--- src/rtl/flappy_timing_pkg.sv ---
// rtl/flappy_timing_pkg.sv - shared timing types for the tick generator and tick period decoder
package flappy_timing_pkg;

  // Width of the speed value exchanged between the tick generator and the decoder
  localparam int SPEED_W = 27;

  typedef enum logic [1:0] {
    IDLE,
    MEASURE,
    LOCKED
  } decoder_state_t;

endpackage

--- src/rtl/tick_interval_counter.sv ---
// rtl/tick_interval_counter.sv - saturating count of non-tick cycles since the last tick
module tick_interval_counter
  import flappy_timing_pkg::*;
#(
  parameter int          WIDTH = SPEED_W,
  parameter int unsigned LIMIT = 2**27 - 1
) (
  input  logic             clk,
  input  logic             reset,
  input  logic             clr,
  output logic [WIDTH-1:0] cnt,
  output logic             at_limit
);

  localparam logic [WIDTH-1:0] LIMIT_W = WIDTH'(LIMIT);

  logic [WIDTH-1:0] cnt_q;
  logic [WIDTH-1:0] cnt_d;

  // Restart on every tick or clear, otherwise count up and stick at the limit
  always_comb begin
    cnt_d = cnt_q;
    if (clr) begin
      cnt_d = '0;
    end else if (cnt_q != LIMIT_W) begin
      cnt_d = cnt_q + WIDTH'(1);
    end
  end

  // Counter register
  always_ff @(posedge clk) begin
    if (reset) begin
      cnt_q <= '0;
    end else begin
      cnt_q <= cnt_d;
    end
  end

  assign cnt      = cnt_q;
  assign at_limit = (cnt_q == LIMIT_W);

endmodule

--- src/rtl/tick_period_decoder.sv ---
// rtl/tick_period_decoder.sv - recovers the tick generator speed and flags lock, change and loss of ticks
module tick_period_decoder
  import flappy_timing_pkg::*;
#(
  parameter int          WIDTH      = SPEED_W,
  parameter int          LOCK_COUNT = 4,
  parameter int unsigned TIMEOUT    = 2**27 - 1
) (
  input  logic             clk,
  input  logic             reset,
  input  logic             tick_in,
  input  logic             clear,
  output logic [WIDTH-1:0] speed_out,
  output logic             period_valid,
  output logic             locked,
  output logic             mismatch,
  output logic             timeout
);

  localparam logic [3:0] LOCK_RUN = 4'(LOCK_COUNT);

  decoder_state_t   state_q, state_d;
  logic [3:0]       run_q, run_d;
  logic [WIDTH-1:0] last_period_q, last_period_d;
  logic [WIDTH-1:0] speed_q, speed_d;
  logic             valid_q, valid_d;
  logic             locked_q, locked_d;
  logic             mismatch_q, mismatch_d;
  logic             timeout_q, timeout_d;

  logic [WIDTH-1:0] cnt;
  logic             at_limit;
  logic [3:0]       run_next;

  // Clear also restarts the interval so a partial measurement is discarded
  tick_interval_counter #(
    .WIDTH (WIDTH),
    .LIMIT (TIMEOUT)
  ) u_interval (
    .clk      (clk),
    .reset    (reset),
    .clr      (clear | tick_in),
    .cnt      (cnt),
    .at_limit (at_limit)
  );

  // Next state, run tracking and registered output values
  always_comb begin
    state_d       = state_q;
    run_d         = run_q;
    last_period_d = last_period_q;
    speed_d       = speed_q;
    valid_d       = 1'b0;
    locked_d      = locked_q;
    mismatch_d    = 1'b0;
    timeout_d     = 1'b0;
    run_next      = (run_q == 4'd0 || cnt != last_period_q) ? 4'd1 : run_q + 4'd1;

    if (clear) begin
      state_d       = IDLE;
      run_d         = 4'd0;
      last_period_d = '0;
      speed_d       = '0;
      locked_d      = 1'b0;
    end else begin
      case (state_q)
        IDLE: begin
          if (tick_in) begin
            state_d = MEASURE;
            run_d   = 4'd0;
          end
        end
        MEASURE: begin
          if (tick_in) begin
            speed_d       = cnt;
            valid_d       = 1'b1;
            last_period_d = cnt;
            run_d         = run_next;
            if (run_next == LOCK_RUN) begin
              state_d  = LOCKED;
              locked_d = 1'b1;
            end
          end else if (at_limit) begin
            state_d   = IDLE;
            timeout_d = 1'b1;
            locked_d  = 1'b0;
            run_d     = 4'd0;
            speed_d   = '0;
          end
        end
        LOCKED: begin
          if (tick_in) begin
            speed_d = cnt;
            valid_d = 1'b1;
            if (cnt != last_period_q) begin
              state_d       = MEASURE;
              mismatch_d    = 1'b1;
              locked_d      = 1'b0;
              run_d         = 4'd1;
              last_period_d = cnt;
            end
          end else if (at_limit) begin
            state_d   = IDLE;
            timeout_d = 1'b1;
            locked_d  = 1'b0;
            run_d     = 4'd0;
            speed_d   = '0;
          end
        end
        default: begin
          state_d = IDLE;
        end
      endcase
    end
  end

  // State and output registers
  always_ff @(posedge clk) begin
    if (reset) begin
      state_q       <= IDLE;
      run_q         <= 4'd0;
      last_period_q <= '0;
      speed_q       <= '0;
      valid_q       <= 1'b0;
      locked_q      <= 1'b0;
      mismatch_q    <= 1'b0;
      timeout_q     <= 1'b0;
    end else begin
      state_q       <= state_d;
      run_q         <= run_d;
      last_period_q <= last_period_d;
      speed_q       <= speed_d;
      valid_q       <= valid_d;
      locked_q      <= locked_d;
      mismatch_q    <= mismatch_d;
      timeout_q     <= timeout_d;
    end
  end

  assign speed_out    = speed_q;
  assign period_valid = valid_q;
  assign locked       = locked_q;
  assign mismatch     = mismatch_q;
  assign timeout      = timeout_q;

endmodule
--- config.mk ---
export PLATFORM = sky130hd
export DESIGN_NAME = tick_period_decoder
export DESIGN_NICKNAME = d
export VERILOG_FILES = /design/src/rtl/flappy_timing_pkg.sv /design/src/rtl/tick_interval_counter.sv /design/src/rtl/tick_period_decoder.sv
export SDC_FILE = /design/constraint.sdc
export NUM_CORES = 1
export LEC_CHECK = 0
export CAP_MARGIN = 0
export CORE_UTILIZATION = 58
export DETAILED_ROUTE_END_ITERATION = 12
export PLACE_DENSITY_LB_ADDON = 0.1
export SLEW_MARGIN = 0
export SYNTH_ARGS = -nofsm -noshare
export SYNTH_HDL_FRONTEND = slang
export SYNTH_SLANG_ARGS = --single-unit
--- constraint.sdc ---
create_clock -name clk -period 2.7 [get_ports clk]
set_input_delay 0.405 -clock clk [delete_from_list [all_inputs] [get_ports clk]]
set_output_delay 0.405 -clock clk [all_outputs]
set_load 0.03 [all_outputs]
-- Word level (Yosys, flattened, before mapping)
Index checks and enable logic that the tools add are counted.
- memory bits (read-only): 0
- output and inout bits: 31
- register bits after elaboration: 91
- latch bits: 0
- word-level logic and storage cells: 73
- memories: 0
- RAM bits: 0
- input port bits: 4
- reduce and logical (&&, ||, !) cells: 17
- add/sub/neg operators: 2
- $mul: 0
- magnitude comparators: 0
- bitwise operators: 4
- equal/unequal tests: 12
- shift-type cells: 0
- div/mod/pow operators: 0
- muxes and demuxes: 29
- operators by type and width (kind ; number):
    $mux W27 ; 5
    $pmux W27 S2 ; 1
    $add A27 B1 Y27 const B ; 1
    $eq A27 B27 Y1 const B ; 1
    $ne A27 B27 Y1 ; 1
    $ne A27 B27 Y1 const B ; 1
    $mux W4 ; 6
    $mux W2 ; 6
    $pmux W4 S3 ; 1
    $reduce_and A3 Y1 ; 3
    $mux W1 ; 8
    $ne A2 B2 Y1 const B ; 4
    $reduce_or A4 Y1 ; 2
    $ne A3 B3 Y1 const B ; 2
    $pmux W2 S3 ; 1
    $reduce_or A2 Y1 ; 3
    $add A4 B1 Y4 const B ; 1
    $eq A4 B3 Y1 const B ; 1
    $logic_not A4 Y1 ; 1
    $reduce_and A4 Y1 ; 1
    $reduce_bool A2 Y1 ; 2
    $not A1 Y1 ; 3
    $reduce_bool A3 Y1 ; 1
    $reduce_or A3 Y1 ; 1
    7 further kinds ; 7

-- Depth between registers and ports, before layout
Gate-level depths: netlist of run 1.
- word-level depth: 7
- mapped depth: 10
- depth with buffers taken out: 8

-- By module
Synthesis of run 1 repeated with hierarchy kept, for this count alone.
- cells, all modules: 442
- area total of the unflattened synthesis: 4182.8 µm²
- modules (own cells, without submodules) (module ; area an instance (µm²) ; instances ; cells each):
    tick_period_decoder ; 2806.4 ; 1 ; 275
    tick_interval_counter ; 1376.3 ; 1 ; 167

-- Worst setup path before layout of run 1
Ideal clock, no wire load.
- kind: reg2reg
- start point: register u_interval.cnt_q[5] (netlist: u_interval.cnt[5])
- end point: register speed_q[10] (netlist: speed_out[10])
- setup time: 117 ps
- data required time: 2583 ps
- setup slack: 670 ps
- stages on the path, launching flop included: 11
- data arrival time: 1913 ps
- clock period less this slack: 2030 ps
- path buffers: 4
- cells stage by stage: dfxtp_1 buf_4 nand4_4 nor4_4 and3_1 buf_4 o21ai_2 and2_4 buf_6 buf_6 a22o_1
- word-level cells in the longest chain between the ends: 3
- ends and longest elaborated chain (item ; RTL line ; source):
    from (decl) ; tick_interval_counter.sv:17 ; logic [WIDTH-1:0] cnt_q;
    from (signal assigned) ; tick_interval_counter.sv:35 ; cnt_q <= cnt_d;
    $eq A27 B27 Y1 ; tick_interval_counter.sv:40 ; assign at_limit = (cnt_q == LIMIT_W);
    $reduce_bool A2 Y1 (no line) ; -- ;
    $reduce_and A2 Y1 (no line) ; -- ;
    to (signal assigned) ; tick_period_decoder.sv:132 ; speed_q <= speed_d;
    to (decl) ; tick_period_decoder.sv:25 ; logic [WIDTH-1:0] speed_q, speed_d;
Every way passes these cells.
A chain may end at the register's enable or synchronous reset.

-- Worst setup path after layout of run 1
- start point: register u_interval.cnt_q[8] (netlist: u_interval.cnt[8])
- end point: register u_interval.cnt_q[18] (netlist: u_interval.cnt[18])
- word-level cells in the longest chain between the ends: 1
- elaborated cells on any way between the ends: 2
- those cells by class: add/sub: 1; eq/ne: 1
- ends and longest elaborated chain (item ; RTL line):
    $add A27 B1 Y27 or $ne A27 B27 Y1 (tied branches) ; tick_interval_counter.sv:26, tick_interval_counter.sv:25
Several ways; a longest one is shown, not always the timed one.

==> metrics, run 1 <==
number of synthesized flops with an enable pin=0; max cap viols=0; Hold Crit Class=flop to flop; register area share after synthesis=43.3%; Clk network pwr share=40.0%; GRT Util Overall=26.0%; commonest non-fill, non-tap cells in the layout=dfxtp_1, nor2_1, xnor2_1; synthesis-to-finish area growth=13.6%; Power Density=505 mW/mm²; multi-input logic area=0.00216 mm²; layout cells sized above 1=8.15%; Seq cells post-synth=91; fillers=585; setup violators final=0; GPL Wtd Cong=0.802; std cell rows=30; Synth cell types=50; CTS Root Cell=clkbuf_8; status=finished, final reports clean; RSZ-0062 raised after global routing=false; # IOs=35; Synth Flop Type=dfxtp_1; Mapped Cells=443; DR pass1 iterations=5; synth top area cells=dfxtp_1, xnor2_1, mux2i_1; Final TNS setup=0 ns; post-route insts no fill=562; H-tree depth=3; Wirelength per Cell=16.4 µm; post-layout minimum cycle time=2.28 ns; fin nets=472; CTS sink cnt=91; final hold violations=0; area leader, netlist=dfxtp_1; Sw Ratio=24.3%; asr flop ratio synth=0%; TritonCTS clock tree=yes; port bufs=34; setup repair bufs after CTS=0; DRC viols=0; grt total ovfl=0; core region area=0.00691 mm²; largest stage delay on the critical path=0.57 ns; cts hold-fix bufs=0; most common cell after layout, fill and taps aside=dfxtp_1; Max Slew Vio Count=0; vias in the first global route=3053; VDD IR max=0.000412 V; clock buffer depth=2; worst path required time=2.94 ns; crit path cell chain=nand4_1 > nor4_1 > a21boi_0 > buf_4 > nand4_1 > xor2_1 > nor2_1; worst setup path class=flop to flop; detailed-route via count=3272; Final HPWL DP=6.33 mm; startpoint types=flop; CTS Buf Count=9; Combinational Power Share=4.2%; post-synth top area share=43.3%; drt via density=5.82; Synth Net Count=454; Lkg Pwr=1.63 nW; FF+latch area=0.00182 mm²; DIE WIDTH=87.2 µm; Worst EP arrival=2.52 ns; normalized max-slew margin=63.7%; first-pass GRT wire length=15.2 mm; Avg Inst Size Synth=9.50 µm²; DRT iter0 DRCs=231; clk slew on worst S/H paths=0.10 ns; Max Fclk=0.439 GHz; post-synth design cell area=0.00421 mm²; Diodes inserted=0; Sw Pwr=0.587 mW; period utilization=84.4%; initial antenna violation count=0; Flop pwr share=55.8%; slowest CP cell=dfxtp_1; crit path max fanout=9; crit path capture type=flop; clk_lat worst skew=0.37 ns; most used cell along the critical path=nand4_1; Int Pwr=1.83 mW; die height=87.2 µm; skew final=0.0141 ns; Die ar.=0.00760 mm²; Routed WL=9.20 mm; largest net degree at the start of global routing=28; Initial Util=60.9%; placed instance count=546; worst-margin pin slew=0.544 ns; ANT nets after route=0; CTS resizes=0; synth warn=0
## power groups by stage
| stage | logic, mW | clock network, mW | registers [mW] |
|---|---|---|---|
| 6_report | 0.102 | 0.965 | 1.35 |
| 3_5_place_dp | 0.101 | 0 | 1.38 |
| 2_1_floorplan | 0.0735 | 0 | 1.38 |
| 5_1_grt | 0.110 | 1.04 | 1.35 |
| 3_3_place_gp | 0.0988 | 0 | 1.38 |
| 4_1_cts | 0.101 | 0.990 | 1.35 |
## Yosys cell counts (2+ instances only)
cell type / number
dfxtp_1: 91
nor2_1: 63
xnor2_1: 42
a22o_1: 27
mux2i_1: 27
nand2_1: 17
nand4_1: 17
buf_2: 16
nand3_1: 15
clkbuf_1: 13
nor3_1: 9
xor2_1: 9
inv_1: 8
and3_1: 7
buf_4: 7
ha_1: 7
and2_1: 6
nor4_1: 5
a21oi_1: 4
a31oi_1: 4
a21o_1: 3
and4_1: 3
buf_6: 3
nor2b_1: 3
o21ai_0: 3
o2bb2ai_1: 3
a211oi_1: 2
a21boi_0: 2
a311oi_1: 2
nor3b_1: 2
nor4_4: 2
nor4b_1: 2
o211ai_1: 2
## final timing paths
kind,start,to,slack (ns),cells after the start
worst max-delay path,u_interval.cnt[8],u_interval.cnt[18],0.42,7
worst min-delay path,speed_out[0],speed_out[0],0.48,1
worst max register to register,u_interval.cnt[8],u_interval.cnt[18],0.42,7
worst min register to register,speed_out[0],speed_out[0],0.48,1
## stage by stage
step	hold slack (ns)	utilization, %	area [µm²]	total power [mW]	worst slack (ns)
floorplan	0.482	-	4210	1.45	0.670
global placement	0.455	66.2	4570	1.48	0.513
detailed placement	0.453	66.2	4570	1.48	0.437
CTS	0.482	69.2	4780	2.44	0.472
global route	0.496	69.2	4780	2.50	0.340
finish	0.480	69.2	4780	2.41	0.422
## worst max-delay path: cells and delay by family, from the launching register on
| kind | cells | cell delay (ns) |
|---|---|---|
| AOI/OAI and AO/OA | 1 | 0.26 |
| and+or+nand+nor | 4 | 0.92 |
| DFF | 1 | 0.57 |
| buffers and inverters | 1 | 0.22 |
| xor gates and xnor gates | 1 | 0.18 |
## flip-flops by register name, summed over array words and instances (netlist names)
register        flops
period_valid        1
u_interval.cnt     27
mismatch            1
state_q             2
locked              1
run_q               4
speed_out          27
timeout             1
last_period_q      27
## cell families after synthesis
group	count (synthesis)	share of synthesized area, %
XOR/XNOR	51	10.6
adder cells (fa/ha/maj)	7	2.08
AND/OR/NAND/NOR	160	20.1
buffers and inverters	47	5.83
multiplexers	27	6.42
AO/OA/AOI/OAI	60	11.7
flip-flops	91	43.3
## final cells by class
cell class / instances / area share [%]
Multi-Input combinational cell: 305 / 45.1
Clock buffer: 9 / 2.59
Inverter: 8 / 0.628
Timing Repair Buffer: 46 / 9.26
Sequential cell: 91 / 38.1
Clock inverter: 7 / 1.75
Tap cell: 96 / 2.51
## routing by layer
| metal | GRT usage, % | up-vias | part of all wire (%) |
|---|---|---|---|
| met1 | 34.1 | 1577 | 47 |
| met2 | 42.9 | 96 | 47 |
| met5 | 0 | - | 0 |
| li1 | - | 1583 | - |
| met3 | 4.74 | 16 | 4.4 |
| met4 | 9.39 | 0 | 1.5 |
No activity file was read; power rests on OpenSTA's default activity.
==> inputs of run 2 (changes only) <==
==> constraint.sdc (replaced) <==
create_clock -name clk -period 2.3 [get_ports clk]
set_input_delay 0.345 -clock clk [delete_from_list [all_inputs] [get_ports clk]]
set_output_delay 0.345 -clock clk [all_outputs]
set_load 0.03 [all_outputs]
==> run 2 against run 1 <==
Worst setup slack got worse by 0.26 ns; cell count up 2.1%; die area did not move; wire length increased by 2.0%; combinational power grew 21%; utilization up 1.6 points; flip-flop and latch count did not move; critical path depth unchanged; worst hold slack got worse by 0.0020 ns; via count rose by 2.4%; clock power up 24%; critical endpoint is now state_q[0]; highest routed layer unchanged.
==> metrics, run 2 (synthesis results as in run 1) <==
status=finished, final reports clean; initial antenna violation count=0; CTS Root Cell=clkbuf_8; crit path max fanout=5; CTS sink cnt=91; largest stage delay on the critical path=0.45 ns; CTS resizes=0; Reg-to-Reg Start=run_q[1]; GRT Util Overall=26.3%; worst-margin pin slew=0.470 ns; Max Slew Vio Count=0; std cell rows=30; slowest CP cell=nor4b_1; DR pass1 iterations=5; Final TNS setup=0 ns; fin nets=485; most common cell after layout, fill and taps aside=dfxtp_1; Wirelength per Cell=16.3 µm; ANT nets after route=0; GPL Wtd Cong=0.907; max cap viols=0; Max Fclk=0.467 GHz; detailed-route via count=3350; Diodes inserted=0; Worst EP arrival=2.39 ns; layout cells sized above 1=10.5%; Final HPWL DP=6.60 mm; RSZ-0062 raised after global routing=false; period utilization=93.1%; normalized max-slew margin=68.6%; # IOs=35; VDD IR max=0.000341 V; Hold Crit Class=flop to flop; CTS Buf Count=9; hold path depth=1; grt total ovfl=0; setup violators final=0; Final Core Density=70.9%; Lkg Pwr=1.70 nW; R2R Setup Slk=0.16 ns; crit path capture type=flop; first-pass GRT wire length=15.4 mm; DRT iter0 DRCs=173; Hold Startpoint=speed_out[15]; DRC viols=0; core region area=0.00691 mm²; largest net degree at the start of global routing=29; DIE WIDTH=87.2 µm; crit path cell chain=ha_1 > nor2b_1 > a211oi_1 > nor4b_1 > a31oi_1 > or2_1 > o41ai_2; Power Density=594 mW/mm²; fillers=544; H-tree depth=3; clk_lat worst skew=0.35 ns; commonest non-fill, non-tap cells in the layout=dfxtp_1, nor2_1, xnor2_1; Hold EP=speed_out[15]; startpoint types=flop; Initial Util=60.9%; die height=87.2 µm; drt via density=5.84; Reg-to-Reg End=state_q[0]; skew final=0.00708 ns; cts hold-fix bufs=0; clk slew on worst S/H paths=0.09 ns; worst path required time=2.55 ns; synthesis-to-finish area growth=16.3%; worst-case reg-to-reg path depth=7; setup repair bufs after CTS=0; Die ar.=0.00760 mm²; Routed WL=9.38 mm; final hold violations=0; port bufs=34; post-layout minimum cycle time=2.14 ns; TritonCTS clock tree=yes; clock buffer depth=2; vias in the first global route=3188; worst setup path class=flop to flop
[run 2: report_power, final]
| part | switching [mW] | total [mW] | internal [mW] | leakage, nW |
|---|---|---|---|---|
| combinational | 0.0781 | 0.123 | 0.0448 | 0.862 |
| sequential | 0.00419 | 1.58 | 1.58 | 0.733 |
| clock | 0.559 | 1.20 | 0.642 | 0.109 |
[run 2: critical path: cells and delay by family, from the launching register on]
| kind | cells | cell delay, ns |
|---|---|---|
| simple gates | 3 | 0.92 |
| compound gates | 3 | 0.50 |
| flops | 1 | 0.42 |
| fa+ha+maj | 1 | 0.21 |
[run 2: final cells by class]
class / instances / area, µm² / area share, %
inverter: 8 / 30.0 / 0.614
sequential: 91 / 1820 / 37.2
clock buffer: 10 / 138 / 2.81
multi-input combinational: 305 / 2160 / 44.1
tap: 96 / 120 / 2.45
clock inverter: 5 / 85.1 / 1.74
timing repair buffer: 59 / 541 / 11.0
[run 2: layer usage]
layer	GRT usage [%]	routed length [µm]
met1	35.0	4380
met5	0	0
met3	4.45	390
met2	42.7	4470
met4	10.9	142
[run 2: worst max-delay path by stage]
stage	start	end	slack, ns	cells after the start
after floorplan	u_interval.cnt[5]	speed_out[10]	0.27	10
after global placement	run_q[1]	state_q[1]	0.23	7
after detailed placement	run_q[1]	state_q[0]	0.18	7
after CTS	run_q[1]	state_q[0]	0.16	7
after global routing	u_interval.cnt[9]	run_q[0]	0.008	7
final	run_q[1]	state_q[0]	0.16	7
[run 2: metrics by stage]
stage | setup WS (ns) | area [µm²] | instances | total power, mW | hold WS, ns
finish | 0.160 | 4890 | 574 | 2.90 | 0.478
global route | 0.00778 | 4890 | 574 | 2.99 | 0.492
CTS | 0.160 | 4890 | 574 | 2.92 | 0.483
detailed placement | 0.179 | 4670 | 559 | 1.74 | 0.457
global placement | 0.233 | 4670 | 559 | 1.74 | 0.458
floorplan | 0.270 | 4210 | 443 | 1.71 | 0.482
==> inputs of run 3 (changes only) <==
--- a/config.mk
+++ b/config.mk
@@ -9,6 +9,7 @@
 export CORE_UTILIZATION = 58
 export DETAILED_ROUTE_END_ITERATION = 12
 export PLACE_DENSITY_LB_ADDON = 0.1
+export RECOVER_POWER = 100
 export SLEW_MARGIN = 0
 export SYNTH_ARGS = -nofsm -noshare
 export SYNTH_HDL_FRONTEND = slang
==> run 3 against run 2 <==
Global-route usage unchanged; clock skew up 0.00092 ns; first-iteration DRC count down 13%; register-to-register slack worse by 0.05 ns; flip-flop and latch count unchanged; critical endpoint unchanged; count of clock-buffer cells in the layout unchanged; sequential share of layout area up 0.20 points; design area down 0.54%; fmax down 2.4%; cell count unchanged; critical path type unchanged; clock power about the same.
==> metrics, run 3 (synthesis results as in run 1) <==
# IOs=35; Final TNS setup=0 ns; port bufs=34; post-route insts no fill=574; std cell rows=30; CTS sink cnt=91; normalized max-slew margin=65.3%; CTS resizes=0; DRT iter0 DRCs=150; skew final=0.00801 ns; DIE WIDTH=87.2 µm; Int Pwr=2.26 mW; Routed WL=9.36 mm; setup violators final=0; Initial Util=60.9%; met3 routed WL=445 µm; setup repair bufs after CTS=0; fillers=553; clk_lat worst skew=0.35 ns; fin nets=485; uppermost routed layer=met4; Max Fclk=0.456 GHz; final hold violations=0; RSZ-0062 raised after global routing=false; Worst EP arrival=2.44 ns; R2R Setup Slk=0.11 ns; Max Slew Vio Count=0; Sw Ratio=22.0%; initial antenna violation count=0; crit path max fanout=5; Diodes inserted=0; CTS Buf Count=9; Lkg Pwr=1.80 nW; clock buffer depth=2; clk slew on worst S/H paths=0.08 ns; largest net degree at the start of global routing=29; Hold Startpoint=speed_out[15]; worst path required time=2.55 ns; GPL Wtd Cong=0.907; Metal-1 WL=4.33 mm; Power Density=596 mW/mm²; Sw Pwr=0.639 mW; core region area=0.00691 mm²; metal2 WL=4.42 mm; most common cell after layout, fill and taps aside=dfxtp_1; TritonCTS clock tree=yes; drt via density=5.79; DRC viols=0; placed instance count=559; period utilization=95.3%; post-layout minimum cycle time=2.19 ns; CTS Root Cell=clkbuf_8; Die ar.=0.00760 mm²; VDD IR max=0.000341 V; startpoint types=flop; status=finished, final reports clean; cts hold-fix bufs=0; first-pass GRT wire length=15.4 mm; max cap viols=0; Reg-to-Reg Start=run_q[1]; multi-input logic area=0.00215 mm²; detailed-route via count=3325; Wirelength per Cell=16.3 µm; worst-margin pin slew=0.521 ns; H-tree depth=3; commonest non-fill, non-tap cells in the layout=dfxtp_1, nor2_1, xnor2_1; synthesis-to-finish area growth=15.7%; CP startpoint=run_q[1]; FF+latch area=0.00182 mm²; Final HPWL DP=6.60 mm; worst setup path class=flop to flop; Hold Crit Class=flop to flop; Clk network pwr share=41.4%; crit path capture type=flop; grt total ovfl=0; die height=87.2 µm; Combinational Power Share=4.1%; DR pass1 iterations=5; Flop pwr share=54.5%; layout cells sized above 1=9.62%; ANT nets after route=0; GRT Util Overall=26.3%; vias in the first global route=3188
run 3: cell count changes in the layout (fill, tap and decap cells not counted), sizes merged:
cell	before	now
clkdlybuf4s50	34	3
dlygate4sd3	0	31
buf	25	21
clkbuf	10	14
run 3: power by group through the flow:
stage / Clock, mW / Combinational (mW) / Sequential [mW]
after floorplan: 0 / 0.0863 / 1.62
after global placement: 0 / 0.119 / 1.62
after detailed placement: 0 / 0.121 / 1.62
after CTS: 1.21 / 0.122 / 1.58
after global routing: 1.28 / 0.128 / 1.58
final: 1.20 / 0.119 / 1.58
run 3: critical path, stage by stage, from the launching register on:
cell and delay, ns:
dfxtp_1 0.42, ha_1 0.21, nor2b_1 0.19, a211oi_1 0.08, nor4b_1 0.48, a31oi_1 0.20, or2_0 0.29, o41ai_2 0.23
run 3: per-stage QoR:
stage | instance area (µm²) | worst slack, ns | hold WS (ns) | total power, mW | util [%]
2_1_floorplan | 4210 | 0.270 | 0.482 | 1.71 | -
3_3_place_gp | 4670 | 0.233 | 0.458 | 1.74 | 67.6
3_5_place_dp | 4670 | 0.179 | 0.457 | 1.74 | 67.6
4_1_cts | 4890 | 0.160 | 0.483 | 2.92 | 70.9
5_1_grt | 4870 | 0.00781 | 0.487 | 2.99 | 70.5
6_report | 4870 | 0.107 | 0.472 | 2.90 | 70.5
run 3: layout make-up:
cell class / count / area share [%]
flip-flops and latches: 91 / 37.4
multi-input cells: 305 / 44.3
inverters: 8 / 0.617
clock buffers: 10 / 2.83
repair buffers: 59 / 10.6
clock inverters: 5 / 1.75
well taps: 96 / 2.47
run 3: final timing paths:
kind                        end  cells after the start
hold reg to reg   speed_out[15]                      1
hold / removal    speed_out[15]                      1
setup reg to reg     state_q[0]                      7
setup / recovery     state_q[0]                      7
run 3: per-layer routing:
metal / vias up / track usage [%]
met5: - / 0
li1: 1614 / -
met2: 93 / 42.7
met4: 0 / 10.9
met3: 18 / 4.45
met1: 1600 / 35.0
